--- src/rtl/mux_pkg.sv ---
// rtl/mux_pkg.sv - shared constants and one-hot/index helpers for the N:1 arbitrated mux
package mux_pkg;

   localparam logic MODE_FIXED = 1'b0;
   localparam logic MODE_RR    = 1'b1;

   function automatic logic onehot_bit(input int unsigned idx, input int unsigned k);
      return idx == k;
   endfunction

   function automatic int unsigned onehot_to_idx(input logic [15:0] oh);
      int unsigned idx;
      idx = 0;
      for (int k = 15; k >= 0; k--) begin
         if (oh[k]) idx = k;
      end
      return idx;
   endfunction

endpackage

--- src/rtl/rr_arbiter.sv ---
// rtl/rr_arbiter.sv - combinational round-robin search starting after the last granted channel
module rr_arbiter #(
   parameter int N    = 4,
   parameter int SELW = $clog2(N)
) (
   input  logic [N-1:0]    req,
   input  logic [SELW-1:0] last_grant,
   output logic            grant_valid,
   output logic [SELW-1:0] grant_idx
);

   always_comb begin
      int cand;
      cand        = 0;
      grant_valid = 1'b0;
      grant_idx   = '0;
      // Offsets 1..N visit every channel once, ending on last_grant itself.
      for (int i = 1; i <= N; i++) begin
         cand = int'(last_grant) + i;
         if (cand >= N) cand = cand - N;
         if (!grant_valid && req[cand]) begin
            grant_valid = 1'b1;
            grant_idx   = SELW'(cand);
         end
      end
   end

endmodule

--- src/rtl/mux_nto1_rr.sv ---
// rtl/mux_nto1_rr.sv - N:1 registered mux with fixed-select or round-robin arbitration
module mux_nto1_rr #(
   parameter int WIDTH = 4,
   parameter int N     = 4,
   parameter int SELW  = $clog2(N)
) (
   input  logic               clk,
   input  logic               rst,
   input  logic               mode,
   input  logic [SELW-1:0]    sel,
   input  logic [N*WIDTH-1:0] in_data,
   input  logic [N-1:0]       in_valid,
   output logic [N-1:0]       in_ready,
   output logic [WIDTH-1:0]   out_data,
   output logic [SELW-1:0]    out_sel,
   output logic               out_valid,
   input  logic               out_ready
);

   import mux_pkg::*;

   localparam logic [SELW:0] N_L = (SELW+1)'(N);

   logic [WIDTH-1:0] r_out_data;
   logic [SELW-1:0]  r_out_sel;
   logic             r_out_valid;
   logic [SELW-1:0]  r_last_grant;

   logic             w_free;
   logic             w_fix_valid;
   logic             w_rr_valid;
   logic [SELW-1:0]  w_rr_idx;
   logic             w_grant_valid;
   logic [SELW-1:0]  w_grant_idx;
   logic [WIDTH-1:0] w_grant_data;

   rr_arbiter #(.N(N), .SELW(SELW)) u_rr_arbiter (
      .req         (in_valid),
      .last_grant  (r_last_grant),
      .grant_valid (w_rr_valid),
      .grant_idx   (w_rr_idx)
   );

   assign w_free        = !r_out_valid || out_ready;
   assign w_fix_valid   = ({1'b0, sel} < N_L) && in_valid[sel];
   assign w_grant_idx   = (mode == MODE_RR) ? w_rr_idx : sel;
   // Reset gates the grant so no transfer is accepted while rst is high.
   assign w_grant_valid = !rst && w_free && ((mode == MODE_RR) ? w_rr_valid : w_fix_valid);

   always_comb begin
      in_ready     = '0;
      w_grant_data = '0;
      for (int k = 0; k < N; k++) begin
         if (w_grant_valid && onehot_bit(int'(w_grant_idx), k)) in_ready[k] = 1'b1;
         if (w_grant_idx == SELW'(k)) w_grant_data = in_data[k*WIDTH +: WIDTH];
      end
   end

   always_ff @(posedge clk) begin
      if (rst) begin
         r_out_valid  <= 1'b0;
         r_out_data   <= '0;
         r_out_sel    <= '0;
         r_last_grant <= SELW'(N-1);
      end else if (w_grant_valid) begin
         r_out_valid  <= 1'b1;
         r_out_data   <= w_grant_data;
         r_out_sel    <= w_grant_idx;
         r_last_grant <= w_grant_idx;
      end else if (w_free) begin
         r_out_valid  <= 1'b0;
      end
   end

   assign out_data  = r_out_data;
   assign out_sel   = r_out_sel;
   assign out_valid = r_out_valid;

endmodule

--- config.mk ---
export PLATFORM = sky130hd
export DESIGN_NAME = mux_nto1_rr
export DESIGN_NICKNAME = d
export VERILOG_FILES = /design/src/rtl/mux_pkg.sv /design/src/rtl/rr_arbiter.sv /design/src/rtl/mux_nto1_rr.sv
export SDC_FILE = /design/constraint.sdc
export NUM_CORES = 1
export LEC_CHECK = 0
export BUFFER_PORTS_ARGS = -buffer_cell sky130_fd_sc_hd__buf_2
export CORE_ASPECT_RATIO = 0.7
export CORE_MARGIN = 4
export CORE_UTILIZATION = 40
export DETAILED_ROUTE_END_ITERATION = 16
export HOLD_SLACK_MARGIN = 0.12
export PLACE_DENSITY = 0.71
export SETUP_SLACK_MARGIN = 0.3
export SLEW_MARGIN = 10
export SYNTH_ARGS = -nofsm -noshare
export SYNTH_HDL_FRONTEND = slang
export SYNTH_SLANG_ARGS = --single-unit
--- constraint.sdc ---
create_clock -name clk -period 5.44 [get_ports clk]
set_clock_uncertainty 0.2 [all_clocks]
set_input_delay 0 -clock clk [delete_from_list [all_inputs] [get_ports clk]]
set_output_delay 0 -clock clk [all_outputs]
set_load 0.02 [all_outputs]
* Word level (Yosys, flattened, before mapping)
Index checks and enable logic that the tools add are counted.
W data, S select, Z words.
** Cells by class
- Add/subtract/negate cells :: 8
- Magnitude comparators :: 9
- Equality and inequality tests :: 3
- Muxes and demuxes :: 38
- Reductions and logical operators :: 17
** Operators by type and width (number)
- $ge A32 B4 Y1 const B :: 4
- $lt A32 B4 Y1 const B :: 4
- $mux W32 :: 4
- $sub A32 B4 Y32 const B :: 4
- $mux W1 :: 20
- $mux W4 :: 4
- $bmux W1 S2 :: 5
- $mux W2 :: 5
- $logic_and A1 B1 Y1 :: 9
- $add A2 B2 Y3 const B :: 2
- $logic_not A1 Y1 :: 5
- $add A2 B3 Y4 const B :: 1
- $eq A2 B2 Y1 const B :: 2
- $add A2 B1 Y3 const B :: 1
- $lt A2 B3 Y1 const B :: 1
- $eq A2 B1 Y1 const B :: 1
- $logic_not A2 Y1 :: 1
- $reduce_bool A2 Y1 :: 1
- $logic_or A1 B1 Y1 :: 1
** Word-level totals
- Flip-flop bits (word level) :: 9
- Bits of input ports :: 26
- Output and inout bits :: 11
- Word-level logic and storage cells :: 79

* Depth between registers and ports, before layout
- Depth in word-level cells :: 22
- Gate-level depth with buffers :: 6
- Mapped depth without buffers :: 5

* Hierarchy
Synthesis repeated with hierarchy kept, for this count alone.
** Unflattened totals
- Cell total of the unflattened synthesis :: 59
- Area total of the unflattened synthesis :: 620.6 um^2
** By module, submodules not included
- mux_nto1_rr :: instances 1, cells each 45, area an instance 529.3 um^2, sequential area each 180.2 um^2
- rr_arbiter :: instances 1, cells each 14, area an instance 91.3 um^2, sequential area each 0.0 um^2

* Worst setup path after synthesis
OpenSTA, ideal clock, no wires.
- Path type :: register -> output
- From :: reg r_last_grant[1]
- To :: out in_ready[0]
- Arrival :: 1710 ps
- Data required time :: 5240 ps
- Slack :: 3530 ps
- Stages on the path, launching flop included :: 7
- Buffers on the path :: 1
- Cells stage by stage :: dfxtp_1 or3b_1 a21oi_1 o311a_1 or3_1 buf_2 nor2_1
** Between the ends
- Cells in the longest elaborated chain, start to end :: 20
- Elaborated cells between the ends (all ways) :: 48
- Classes of those cells :: add/sub (8); order compare (4); mux (27); reduce/logical (9)
** RTL lines
- start, declared :: line mux_nto1_rr.sv:27 : logic [SELW-1:0] r_last_grant;
- start signal, assigned :: line mux_nto1_rr.sv:64 : r_last_grant <= SELW'(N-1);
- start signal, assigned :: line mux_nto1_rr.sv:69 : r_last_grant <= w_grant_idx;
- $add A2 B1 Y3 :: line rr_arbiter.sv:19 : cand = int'(last_grant) + i;
- $sub A32 B4 Y32 or $ge A32 B4 Y1 (tied branches) :: line rr_arbiter.sv:20 : if (cand >= N) cand = cand - N;
- $mux W32 :: line rr_arbiter.sv:20
- $bmux W1 S2 :: line rr_arbiter.sv:21 : if (!grant_valid && req[cand]) begin
- $mux W1 (implied by the code) (2 in a row) :: line rr_arbiter.sv:21
- $mux W1 :: line rr_arbiter.sv:21
- $logic_not A1 Y1 :: line rr_arbiter.sv:21
- $logic_and A1 B1 Y1 :: line rr_arbiter.sv:21
- (+3 left out)
- $mux W1 :: line rr_arbiter.sv:21
- $logic_not A1 Y1 :: line rr_arbiter.sv:21
- $logic_and A1 B1 Y1 :: line rr_arbiter.sv:21
- $mux W2 or $mux W1 (tied branches) :: line rr_arbiter.sv:21
- $mux W2 or $mux W1 (tied branches) :: line mux_nto1_rr.sv:46, mux_nto1_rr.sv:48
- $logic_not A2 Y1 or $logic_and A1 B1 Y1 (tied branches) :: line mux_pkg.sv:8, mux_nto1_rr.sv:48
- $logic_and A1 B1 Y1 * :: line mux_nto1_rr.sv:54 : if (w_grant_valid && onehot_bit(int'(w_grant_idx), k)) in_ready[k] = 1'b1;
- $mux W1 * :: line mux_nto1_rr.sv:54
- end, declared :: line mux_nto1_rr.sv:13 : output logic [N-1:0] in_ready,
Mark *: on every way between the ends. The rest lies on a longest branch, timed or not. The select of a mux whose other input is x is not followed.

* Worst setup path after layout
- From :: reg r_last_grant[1]
- To :: reg r_out_data[0] (netlist: out_data[0])
** Between the ends
- Cells in the longest elaborated chain, start to end :: 22
- Elaborated cells between the ends (all ways) :: 53
- Classes of those cells :: add/sub (8); order compare (4); eq/ne (3); mux (30); reduce/logical (8)
** RTL lines
- $add A2 B1 Y3 :: line rr_arbiter.sv:19
- $sub A32 B4 Y32 or $ge A32 B4 Y1 (tied branches) :: line rr_arbiter.sv:20
- $mux W32 :: line rr_arbiter.sv:20
- $bmux W1 S2 :: line rr_arbiter.sv:21
- $mux W1 (implied by the code) (2 in a row) :: line rr_arbiter.sv:21
- $mux W1 :: line rr_arbiter.sv:21
- $logic_not A1 Y1 :: line rr_arbiter.sv:21
- $logic_and A1 B1 Y1 :: line rr_arbiter.sv:21
- (+2 left out)
- $logic_and A1 B1 Y1 :: line rr_arbiter.sv:21
- $mux W1 :: line rr_arbiter.sv:21
- $logic_not A1 Y1 :: line rr_arbiter.sv:21
- $logic_and A1 B1 Y1 :: line rr_arbiter.sv:21
- $mux W2 :: line rr_arbiter.sv:21
- $mux W2 :: line mux_nto1_rr.sv:46 : assign w_grant_idx = (mode == MODE_RR) ? w_rr_idx : sel;
- $logic_not A2 Y1 :: line mux_nto1_rr.sv:55 : if (w_grant_idx == SELW'(k)) w_grant_data = in_data[k*WIDTH +: WIDTH];
- $mux W4 (4 in a row) :: line mux_nto1_rr.sv:55
- end signal, assigned :: line mux_nto1_rr.sv:67 : r_out_data <= w_grant_data;
- end, declared :: line mux_nto1_rr.sv:24 : logic [WIDTH-1:0] r_out_data;
Parallel ways exist; a longest one is shown, timed or not. The select of a mux whose other input is x is not followed.
A chain may end at the register's enable or synchronous reset.

==> metrics.md <==
| Metric | Value |
|---|---|
| Initial DRC count | 41 |
| Crit path kind | register to register |
| DR vias | about 890 |
| Critical Path Sink Type | register |
| Worst-path clk slew | around 0.060 ns |
| Core area | about 1700 um^2 |
| Net count after synthesis | 118 |
| Hold buffers post-CTS | 14 |
| Worst R2R Path Depth | 7 |
| Post-Syn Area | between 700 and 800 um^2 |
| Pwr Density | around 210 nW/um^2 |
| Die height | around 44 um |
| RSZ-0062 raised after global routing | false |
| Clk sinks | 9 |
| GRT Overall Usage | ~18% |
| Cells after Synth | between 90 and 100 |
| Tmin final | 3.02 ns |
| Share of cells above drive strength 1 | about a third |
| Area grow syn2layout | 47.1% |
| Worst path required time | around 5.4 ns |
| Worst Path Arrival | 2.95 ns |
| Routed WL per cell | 14.6 um |
| Worst slew pin tran | between 0.5 and 0.6 ns |
| Syn. warnings | 0 |
| Worst-skew pair later-pin latency | 0.25 ns |
| Hpwl dp | around 1700 um |
| Max IR drop VDD | 161 uV |
| Ports | 37 |
| First-pass GRT wire length | about 3600 um |
| Initial Utilization | between 40 and 50% |
| TritonRoute pass-1 iters | 4 |
| Slew margin rel. | 62.0% |
| WHS | 0.258 ns |
| Total gr overflow | 0 |
| Outcome | finished clean |
| H-Tree Depth | 1 |
| Filler Cells Inserted | ~160 |
| Number of global-route vias before repair | 747 |
| CTS resizes | 0 |
| Port bufs | 36 |
| Drc violations | 0 |
| Row cnt | 12 |
| Antenna diodes | 0 |
| Count of endpoints failing setup in the final report | 0 |
| Clock Tree Root | clkbuf_4 |
| Max-cap violations | 0 |
| Largest net degree at the start of global routing | 13 |
| R2R Setup Slk | around 2.4 ns |
| CTS Buf Count | 3 |
| Post-synthesis sequential area ratio | approximately 24% |
| Synth unique cells | 27 |
| Final Hold Vio Count | 0 |
| Setup_tns | 0 ns |
| Net count, final | between 150 and 200 |
| Period Utilization, post-route | between 50% and 60% |
| Min-delay worst type | register to register |
| Number of post-CTS setup repair buffers | 0 |
| Total power | ~230 uW |
| FF+latch count, synth | 9 |
| Avg Cell Area, Syn | approximately 8.1 um^2 |
| Slew Limit Fails | 0 |
| WHS Path Cells | 2 |
| CP Max Fanout | 9 |
| Vias per inst | 5.50 |
| Critical path startpoint category | register |
| Gpl congestion | roughly 0.94 |
| Initial antenna violation count | 0 |
| WL final | 2360 um |
| TritonCTS clock tree | done |
| Final antenna-violating net count | 0 |
| Leakage power | ~0.50 nW |
| Overall die area | 2630 um^2 |
| Die X | between 50 and 60 um |
| Max Clock Freq | between 300 and 400 MHz |
| CTS max path bufs | 2 |
-- metrics by stage --
step                cells  util, %  area (um^2)  setup slack (ns)
floorplan              92        -          744              3.53
global placement      144     55.7          928              3.48
detailed placement    144     55.7          928              3.40
CTS                   162     65.7         1090              2.45
global route          162     65.7         1090              2.30
finish                162     65.7         1090              2.42
-- kinds of logic after synthesis --
group           count (synthesis)  share of synthesized area, %
compound gates                 28                          32.8
buf+inv                         9                          5.04
simple gates                   45                          35.0
mux                             1                          3.02
flops                           9                          24.2
-- cell type report --
class / count / area, um^2 / share of cell area [%]
Tap cell: 21 / 26.3 / 2.40
Timing Repair Buffer: 50 / 320 / 29.3
Clock buffer: 4 / 26.3 / 2.40
Multi-Input combinational cell: 74 / 527 / 48.1
Inverter: 4 / 15.0 / 1.37
Sequential cell: 9 / 180 / 16.5
-- final timing paths --
check	from	endpoint
worst max register to register	r_last_grant[1]$_SDFFE_PP1N_	out_data[0]$_SDFFE_PP0N_
worst max-delay path	r_last_grant[1]$_SDFFE_PP1N_	out_data[0]$_SDFFE_PP0N_
worst min register to register	out_sel[0]$_SDFFE_PP0N_	out_sel[0]$_SDFFE_PP0N_
worst min-delay path	out_sel[0]$_SDFFE_PP0N_	out_sel[0]$_SDFFE_PP0N_
-- flip-flops by register name (all words and copies together), names as in the netlist --
| signal | cells |
|---|---|
| out_data | 4 |
| out_sel | 2 |
| r_last_grant | 2 |
| out_valid | 1 |
-- critical path, cell delays in order, from the launching register on --
cell	delay (ns)
dfxtp_1	0.41
nand2b_1	0.16
a21oi_1	0.11
o32a_1	0.48
a32oi_1	0.25
dlygate4sd3_1	0.61
o221ai_2	0.10
dlygate4sd3_1	0.60
-- cells in the final DEF, fill, tap and decap left out, drive strengths merged --
| cell type | n |
|---|---|
| and3b | 1 |
| or2 | 2 |
| nand2b | 5 |
| o311a | 1 |
| or3 | 1 |
| dfxtp | 9 |
| a21oi | 6 |
| nand2 | 6 |
| mux4 | 1 |
| nand3b | 5 |
| nor3 | 1 |
| inv | 4 |
| and2 | 1 |
| or3b | 2 |
| o21ai | 3 |
| nor2b | 12 |
| o221ai | 5 |
| nor2 | 8 |
| a32oi | 9 |
| nor3b | 1 |
| dlygate4sd3 | 14 |
| a21o | 1 |
| o21bai | 1 |
| buf | 36 |
| clkbuf | 4 |
| o32a | 1 |
| a311o | 1 |
-- layer usage --
metal	routed length (um)	global-route usage, %	vias to the layer above
li1	-	-	446
met1	1100	27.2	409
met2	1080	27.0	34
met3	173	2.04	2
met4	5	3.98	0
met5	0	0	-
-- synthesized netlist by cell type, drive strengths merged --
library cell,number,area (um^2)
nor2,8,30.0
or2,2,12.5
mux4,1,22.5
o311a,1,10.0
o32a,1,10.0
nand2,6,22.5
or3,1,6.26
a21oi,6,30.0
o221ai,5,75.1
or3b,2,17.5
and3b,1,8.76
dfxtp,9,180
nor2b,12,75.1
a21o,1,7.51
a311o,1,10.0
and2,1,6.26
o21bai,1,7.51
nand3b,5,37.5
o21ai,3,15.0
nor3b,1,7.51
a32oi,9,78.8
buf,5,22.5
nand2b,5,31.3
nor3,1,5.00
inv,4,15.0
-- power breakdown --
part           switching, mW  total (mW)  internal (mW)
clock network         0.0223      0.0505         0.0282
logic                 0.0537       0.102         0.0487
registers            0.00572      0.0804         0.0747
No activity file was read; power rests on OpenSTA's default activity.
